**src/rtl/ama_riscv_mem_arb_if.sv**
```systemverilog
// Bus bundle between the fetch/load-store requesters, the arbiter and
// the shared memory port.
interface ama_riscv_mem_arb_if #(
   parameter int AW = 14,
   parameter int DW = 32
);
   logic            imem_req_valid;
   logic            imem_req_ready;
   logic [AW-1:0]   imem_req_addr;
   logic            imem_rsp_valid;
   logic [DW-1:0]   imem_rsp_data;

   logic            dmem_req_valid;
   logic            dmem_req_ready;
   logic [AW-1:0]   dmem_req_addr;
   logic            dmem_req_we;
   logic [DW/8-1:0] dmem_req_wstrb;
   logic [DW-1:0]   dmem_req_wdata;
   logic            dmem_rsp_valid;
   logic [DW-1:0]   dmem_rsp_data;

   logic            mem_req_valid;
   logic            mem_req_ready;
   logic [AW-1:0]   mem_addr;
   logic            mem_we;
   logic [DW/8-1:0] mem_wstrb;
   logic [DW-1:0]   mem_wdata;
   logic            mem_rsp_valid;
   logic [DW-1:0]   mem_rsp_data;

   modport master (
      input  imem_req_valid, imem_req_addr,
      output imem_req_ready, imem_rsp_valid, imem_rsp_data,
      input  dmem_req_valid, dmem_req_addr, dmem_req_we,
      input  dmem_req_wstrb, dmem_req_wdata,
      output dmem_req_ready, dmem_rsp_valid, dmem_rsp_data,
      output mem_req_valid, mem_addr, mem_we, mem_wstrb, mem_wdata,
      input  mem_req_ready, mem_rsp_valid, mem_rsp_data
   );

   modport slave (
      output imem_req_valid, imem_req_addr,
      input  imem_req_ready, imem_rsp_valid, imem_rsp_data,
      output dmem_req_valid, dmem_req_addr, dmem_req_we,
      output dmem_req_wstrb, dmem_req_wdata,
      input  dmem_req_ready, dmem_rsp_valid, dmem_rsp_data,
      input  mem_req_valid, mem_addr, mem_we, mem_wstrb, mem_wdata,
      output mem_req_ready, mem_rsp_valid, mem_rsp_data
   );
endinterface

```
**src/rtl/ama_riscv_mem_arb.sv**
```systemverilog
// Shared memory port arbiter: data wins by default, a starvation
// counter forces fetch through after STARVE_LIM blocking data grants.
module ama_riscv_mem_arb #(
   parameter int          AW         = 14,
   parameter int          DW         = 32,
   parameter int unsigned STARVE_LIM = 4
) (
   input  logic clk,
   input  logic rst,
   ama_riscv_mem_arb_if.master bus,
   output logic busy,
   output logic err_unexp_rsp
);
   localparam int SW = DW/8;
   localparam logic [3:0] LIM = 4'(STARVE_LIM);

   typedef enum logic [1:0] {
      IDLE,
      ISSUE,
      WAIT_RSP
   } state_t;

   typedef enum logic [1:0] {
      OWN_NONE,
      OWN_IMEM,
      OWN_DMEM
   } owner_t;

   state_t        state_q, state_d;
   owner_t        owner_q, owner_d;
   logic [3:0]    starve_q, starve_d;
   logic [AW-1:0] addr_q, addr_d;
   logic          we_q, we_d;
   logic [SW-1:0] wstrb_q, wstrb_d;
   logic [DW-1:0] wdata_q, wdata_d;
   logic          irsp_v_q, irsp_v_d;
   logic [DW-1:0] irsp_data_q, irsp_data_d;
   logic          drsp_v_q, drsp_v_d;
   logic [DW-1:0] drsp_data_q, drsp_data_d;
   logic          err_q, err_d;

   logic          grant_i;
   logic          grant_d;

   // Fetch wins only when alone or when starved to the limit.
   always_comb begin
      grant_i = bus.imem_req_valid &&
                (!bus.dmem_req_valid || starve_q == LIM);
      grant_d = bus.dmem_req_valid && !grant_i;
   end

   always_comb begin
      state_d     = state_q;
      owner_d     = owner_q;
      starve_d    = starve_q;
      addr_d      = addr_q;
      we_d        = we_q;
      wstrb_d     = wstrb_q;
      wdata_d     = wdata_q;
      irsp_v_d    = 1'b0;
      irsp_data_d = irsp_data_q;
      drsp_v_d    = 1'b0;
      drsp_data_d = drsp_data_q;
      err_d       = err_q ||
                    (bus.mem_rsp_valid && state_q != WAIT_RSP);

      unique case (state_q)
         IDLE: begin
            if (grant_i) begin
               state_d  = ISSUE;
               owner_d  = OWN_IMEM;
               starve_d = 4'd0;
               addr_d   = bus.imem_req_addr;
               we_d     = 1'b0;
               wstrb_d  = '0;
               wdata_d  = '0;
            end else if (grant_d) begin
               state_d = ISSUE;
               owner_d = OWN_DMEM;
               addr_d  = bus.dmem_req_addr;
               we_d    = bus.dmem_req_we;
               wstrb_d = bus.dmem_req_wstrb;
               wdata_d = bus.dmem_req_wdata;
               if (bus.imem_req_valid && starve_q < LIM)
                  starve_d = starve_q + 4'd1;
            end
         end
         ISSUE: begin
            if (bus.mem_req_ready)
               state_d = WAIT_RSP;
         end
         WAIT_RSP: begin
            if (bus.mem_rsp_valid) begin
               state_d = IDLE;
               owner_d = OWN_NONE;
               if (owner_q == OWN_IMEM) begin
                  irsp_v_d    = 1'b1;
                  irsp_data_d = bus.mem_rsp_data;
               end else if (owner_q == OWN_DMEM) begin
                  drsp_v_d    = 1'b1;
                  drsp_data_d = we_q ? '0 : bus.mem_rsp_data;
               end
            end
         end
         default: begin
            state_d = IDLE;
            owner_d = OWN_NONE;
         end
      endcase
   end

   always_ff @(posedge clk or posedge rst) begin
      if (rst) begin
         state_q     <= IDLE;
         owner_q     <= OWN_NONE;
         starve_q    <= 4'd0;
         addr_q      <= '0;
         we_q        <= 1'b0;
         wstrb_q     <= '0;
         wdata_q     <= '0;
         irsp_v_q    <= 1'b0;
         irsp_data_q <= '0;
         drsp_v_q    <= 1'b0;
         drsp_data_q <= '0;
         err_q       <= 1'b0;
      end else begin
         state_q     <= state_d;
         owner_q     <= owner_d;
         starve_q    <= starve_d;
         addr_q      <= addr_d;
         we_q        <= we_d;
         wstrb_q     <= wstrb_d;
         wdata_q     <= wdata_d;
         irsp_v_q    <= irsp_v_d;
         irsp_data_q <= irsp_data_d;
         drsp_v_q    <= drsp_v_d;
         drsp_data_q <= drsp_data_d;
         err_q       <= err_d;
      end
   end

   assign bus.imem_req_ready = (state_q == IDLE) && grant_i;
   assign bus.dmem_req_ready = (state_q == IDLE) && grant_d;
   assign bus.imem_rsp_valid = irsp_v_q;
   assign bus.imem_rsp_data  = irsp_data_q;
   assign bus.dmem_rsp_valid = drsp_v_q;
   assign bus.dmem_rsp_data  = drsp_data_q;
   assign bus.mem_req_valid  = (state_q == ISSUE);
   assign bus.mem_addr       = addr_q;
   assign bus.mem_we         = we_q;
   assign bus.mem_wstrb      = wstrb_q;
   assign bus.mem_wdata      = wdata_q;
   assign busy               = (state_q != IDLE);
   assign err_unexp_rsp      = err_q;
endmodule

```
**src/flat_wrapper.sv**
```systemverilog
// flat-port wrapper written by rule: the top's interface ports become plain ports
module ama_riscv_mem_arb_flat 
#(
   parameter int          AW         = 14,
   parameter int          DW         = 32,
   parameter int unsigned STARVE_LIM = 4
)
  (clk, rst, busy, err_unexp_rsp, bus_imem_req_valid, bus_imem_req_addr, bus_imem_req_ready, bus_imem_rsp_valid, bus_imem_rsp_data, bus_dmem_req_valid, bus_dmem_req_addr, bus_dmem_req_we, bus_dmem_req_wstrb, bus_dmem_req_wdata, bus_dmem_req_ready, bus_dmem_rsp_valid, bus_dmem_rsp_data, bus_mem_req_valid, bus_mem_addr, bus_mem_we, bus_mem_wstrb, bus_mem_wdata, bus_mem_req_ready, bus_mem_rsp_valid, bus_mem_rsp_data);
  ama_riscv_mem_arb_if #(.AW(AW), .DW(DW)) bus_i ();
  input  logic clk;
  input  logic rst;
  output logic busy;
  output logic err_unexp_rsp;
  input wire logic [$bits(bus_i.imem_req_valid)-1:0] bus_imem_req_valid;
  input wire logic [$bits(bus_i.imem_req_addr)-1:0] bus_imem_req_addr;
  output wire logic [$bits(bus_i.imem_req_ready)-1:0] bus_imem_req_ready;
  output wire logic [$bits(bus_i.imem_rsp_valid)-1:0] bus_imem_rsp_valid;
  output wire logic [$bits(bus_i.imem_rsp_data)-1:0] bus_imem_rsp_data;
  input wire logic [$bits(bus_i.dmem_req_valid)-1:0] bus_dmem_req_valid;
  input wire logic [$bits(bus_i.dmem_req_addr)-1:0] bus_dmem_req_addr;
  input wire logic [$bits(bus_i.dmem_req_we)-1:0] bus_dmem_req_we;
  input wire logic [$bits(bus_i.dmem_req_wstrb)-1:0] bus_dmem_req_wstrb;
  input wire logic [$bits(bus_i.dmem_req_wdata)-1:0] bus_dmem_req_wdata;
  output wire logic [$bits(bus_i.dmem_req_ready)-1:0] bus_dmem_req_ready;
  output wire logic [$bits(bus_i.dmem_rsp_valid)-1:0] bus_dmem_rsp_valid;
  output wire logic [$bits(bus_i.dmem_rsp_data)-1:0] bus_dmem_rsp_data;
  output wire logic [$bits(bus_i.mem_req_valid)-1:0] bus_mem_req_valid;
  output wire logic [$bits(bus_i.mem_addr)-1:0] bus_mem_addr;
  output wire logic [$bits(bus_i.mem_we)-1:0] bus_mem_we;
  output wire logic [$bits(bus_i.mem_wstrb)-1:0] bus_mem_wstrb;
  output wire logic [$bits(bus_i.mem_wdata)-1:0] bus_mem_wdata;
  input wire logic [$bits(bus_i.mem_req_ready)-1:0] bus_mem_req_ready;
  input wire logic [$bits(bus_i.mem_rsp_valid)-1:0] bus_mem_rsp_valid;
  input wire logic [$bits(bus_i.mem_rsp_data)-1:0] bus_mem_rsp_data;
  assign bus_i.imem_req_valid = bus_imem_req_valid;
  assign bus_i.imem_req_addr = bus_imem_req_addr;
  assign bus_imem_req_ready = bus_i.imem_req_ready;
  assign bus_imem_rsp_valid = bus_i.imem_rsp_valid;
  assign bus_imem_rsp_data = bus_i.imem_rsp_data;
  assign bus_i.dmem_req_valid = bus_dmem_req_valid;
  assign bus_i.dmem_req_addr = bus_dmem_req_addr;
  assign bus_i.dmem_req_we = bus_dmem_req_we;
  assign bus_i.dmem_req_wstrb = bus_dmem_req_wstrb;
  assign bus_i.dmem_req_wdata = bus_dmem_req_wdata;
  assign bus_dmem_req_ready = bus_i.dmem_req_ready;
  assign bus_dmem_rsp_valid = bus_i.dmem_rsp_valid;
  assign bus_dmem_rsp_data = bus_i.dmem_rsp_data;
  assign bus_mem_req_valid = bus_i.mem_req_valid;
  assign bus_mem_addr = bus_i.mem_addr;
  assign bus_mem_we = bus_i.mem_we;
  assign bus_mem_wstrb = bus_i.mem_wstrb;
  assign bus_mem_wdata = bus_i.mem_wdata;
  assign bus_i.mem_req_ready = bus_mem_req_ready;
  assign bus_i.mem_rsp_valid = bus_mem_rsp_valid;
  assign bus_i.mem_rsp_data = bus_mem_rsp_data;
  ama_riscv_mem_arb #(.AW(AW), .DW(DW), .STARVE_LIM(STARVE_LIM)) u_core (.clk(clk), .rst(rst), .bus(bus_i), .busy(busy), .err_unexp_rsp(err_unexp_rsp));
endmodule
```
**config.mk**
```make
export PLATFORM = sky130hd
export DESIGN_NAME = ama_riscv_mem_arb_flat
export DESIGN_NICKNAME = d
export VERILOG_FILES = /design/src/rtl/ama_riscv_mem_arb_if.sv /design/src/rtl/ama_riscv_mem_arb.sv /design/src/flat_wrapper.sv
export SDC_FILE = /design/constraint.sdc
export NUM_CORES = 1
export LEC_CHECK = 0
export BUFFER_PORTS_ARGS = -buffer_cell sky130_fd_sc_hd__buf_4
export CAP_MARGIN = 20
export CORE_AREA = 2 2 119 121
export CTS_CLUSTER_DIAMETER = 120
export CTS_CLUSTER_SIZE = 8
export DETAILED_ROUTE_END_ITERATION = 7
export DIE_AREA = 0 0 121 123
export GPL_ROUTABILITY_DRIVEN = 1
export PLACE_DENSITY_LB_ADDON = 0.25
export SETUP_SLACK_MARGIN = 0.02
export SYNTH_ARGS = -nofsm -noshare
export SYNTH_HDL_FRONTEND = slang
export SYNTH_SLANG_ARGS = --single-unit
```
**constraint.sdc**
```tcl
create_clock -name clk -period 6.75 [get_ports clk]
set_input_delay 1.35 -clock clk [delete_from_list [all_inputs] [get_ports clk]]
set_output_delay 1.35 -clock clk [all_outputs]
set_load 0.1 [all_outputs]
```
==> results.json <==
{
  "status": "completed",
  "overflow": 0,
  "drt-pass1-iter-count": 4,
  "cts-root-buf": "clkbuf_16",
  "n_antenna_cell": 0,
  "drive_gt1_share_pct": 41.6,
  "die-width_um": 121,
  "yosysSeqAreaShare_pct": 59.4,
  "syn-instance-count": 493,
  "fin_tns_setup_ps": 0,
  "via_per_inst": 4.83,
  "yosys-top-cells-count": "dfrtp_1 (126), nand2_1 (122), nand3_1 (38), o21ai_0 (35), nand2b_1 (32)",
  "synth_top_flop_cell": "dfrtp_1",
  "cpPeakStageDelay_ps": 380,
  "io_buffer_count": 224,
  "crit_arrival_ps": 2520,
  "setup_viol": 0,
  "nFillCells": 1196,
  "gp_congestion": 0.789,
  "fmax_ghz": 0.258,
  "min_path_type": "reg -> reg",
  "hold_buffers": 0,
  "drc": 0,
  "cts_tree": "built",
  "row_count": 43,
  "ios": 225,
  "ys_ff_latch": 126,
  "core_area_mm2": 0.0136,
  "min_period_ps": 3870,
  "yosysTopAreaCell": "dfrtp_1",
  "clockBufferDepth": 2,
  "period_share_pct": 57.3,
  "critPathMaxFanout": 15,
  "worstMarginPinSlew_ps": 1030,
  "drt_iter0_drc": 220,
  "synth_top_area_share_pct": 59.4,
  "finalMaxSlewViolations": 0,
  "cts.sinks": 126,
  "yosys_warnings": 0,
  "initial_core_util_pct": 39.0,
  "htreeDepth": 4,
  "synth_area_per_cell_um2": 10.8,
  "clock_skew_ps": 4.11,
  "cts_inserted_buffers": 17,
  "grt_max_degree": 72,
  "clock_latency_ps": 410,
  "max_cap_violations": 0,
  "synth_edf_count": 0,
  "post_cts_resized": 0,
  "syn_area_mm2": 0.00531,
  "drt.antenna.violating_nets": 0,
  "die_area_mm2": 0.0149,
  "wl_per_cell_um": 15.4,
  "path_class": "in -> out",
  "syn-num-nets": 598,
  "nets": 814,
  "end_kind": "output pin",
  "ys_types": 34,
  "vias": 4355,
  "async_flop_share_pct": 100,
  "crit_path_frequent_cell": "buf_4",
  "ys_top_cells_by_area": "dfrtp_1 (59%), nand2_1 (8.6%), mux2_4 (8.2%)",
  "rsz0062_at_grt": "no",
  "synth.most_common_cell": "dfrtp_1",
  "max_slew_margin_pct": 31.4,
  "grt_pass1_wl_mm": 22.2,
  "drt_wl_total_mm": 13.9,
  "area_growth_pct": 44.5,
  "die_h_um": 123,
  "grt_pass1_vias": 4368,
  "cp-start-kind": "input pin",
  "antenna_found_initial": 0,
  "finalHoldViolations": 0,
  "critical_path_required_ps": 5400,
  "post_cts_buffers": 0,
  "crit_slowest_cell": "o21a_1",
  "gr-usage-all-layers_pct": 19.4,
  "cp_cell_sequence": "buf_4 -> inv_1 -> o21a_1 -> nor2_1 -> buf_4",
  "hpwlAfterDp_mm": 9.56,
  "cts.clk_slew.worst_paths_ps": 50
}
## layout make-up
| class | count | area [um^2] | share of cell area (%) |
|---|---|---|---|
| Sequential cell | 126 | 3150 | 41.1 |
| Multi-Input combinational cell | 328 | 1930 | 25.2 |
| Timing Repair Buffer | 229 | 1740 | 22.7 |
| Clock buffer | 24 | 482 | 6.28 |
| Tap cell | 180 | 225 | 2.94 |
| Clock inverter | 7 | 110 | 1.44 |
| Inverter | 7 | 28.8 | 0.375 |
## registers in the layout (all words and copies together), names as in the netlist
register                   cells
u_core.bus.dmem_rsp_data      32
u_core.bus.imem_rsp_data      32
u_core.bus.mem_wdata          32
u_core.bus.mem_addr           14
u_core.bus.mem_wstrb           4
u_core.starve_q                4
u_core.owner_q                 2
u_core.state_q                 2
u_core.bus.dmem_rsp_valid      1
u_core.bus.imem_rsp_valid      1
u_core.bus.mem_we              1
u_core.err_unexp_rsp           1
## critical path, delay by kind of cell
kind,cells,cell delay [ps]
simple gates,1,230
buf+inv,3,560
compound gates,1,380
## path summary, 6_finish.rpt
kind / end / slack [ps] / cells after the start / startpoint
max in group asynchronous: u_core.bus.imem_rsp_data[4]$_DFFE_PP0P_ / 4360 / 3 / rst
min in group asynchronous: u_core.bus.mem_wdata[23]$_DFFE_PP0P_ / 1110 / 2 / rst
max: bus_dmem_req_ready / 2880 / 5 / bus_dmem_req_valid
min: u_core.bus.mem_wdata[25]$_DFFE_PP0P_ / 460 / 2 / u_core.bus.mem_wdata[25]$_DFFE_PP0P_
min reg2reg: u_core.bus.mem_wdata[25]$_DFFE_PP0P_ / 460 / 2 / u_core.bus.mem_wdata[25]$_DFFE_PP0P_
max reg2reg: u_core.bus.mem_wdata[29]$_DFFE_PP0P_ / 4650 / 4 / u_core.state_q[0]$_DFFE_PP0P_
## placed cells by master (no fill, tap or decap), types with 2 or more instances in the layout
cell type and instances:
ha_1 2, clkinv_2 4, a31o_2 2, o21ai_4 2
inv_1 6, clkbuf_16 17, mux2_4 29, nand3_1 38
o21ai_0 35, buf_4 228, clkbuf_1 4, dfrtp_1 126
bufinv_16 3, nand2b_1 32, clkbuf_8 3, a21oi_1 28
mux2_2 4, nor2b_1 2, nand2_1 122, nor2_1 16
## stage by stage
stage          area, um^2  instances  hold slack, ps  util (%)  worst slack, ps
5_1_grt              7670        901             477      56.3             2790
2_1_floorplan        5310        493             480         -             2040
4_1_cts              7640        900             466      56.1             2890
3_3_place_gp         7050        869             443      51.8             2930
6_report             7670        901             462      56.3             2880
3_5_place_dp         7050        869             454      51.8             2890
## layer usage
layer	routed length (um)	part of all wire (%)	vias up	global-route usage, %
met5	0	0	-	0
met1	5830	42	2097	24.3
met3	1480	11	18	8.35
met2	6400	46	183	29.8
met4	204	1.5	0	7.63
li1	-	-	2057	-
## kinds of logic after synthesis
logic type	Yosys count	synth area share, %
fa+ha+maj	2	0.471
simple gates	218	18.7
buf+inv	39	4.57
mux	33	9.05
flops	126	59.4
compound gates	75	7.80
Power is left out: the tool's default activity adds up to more than one toggle a clock period on the data nets, which glitch-free logic cannot reach.
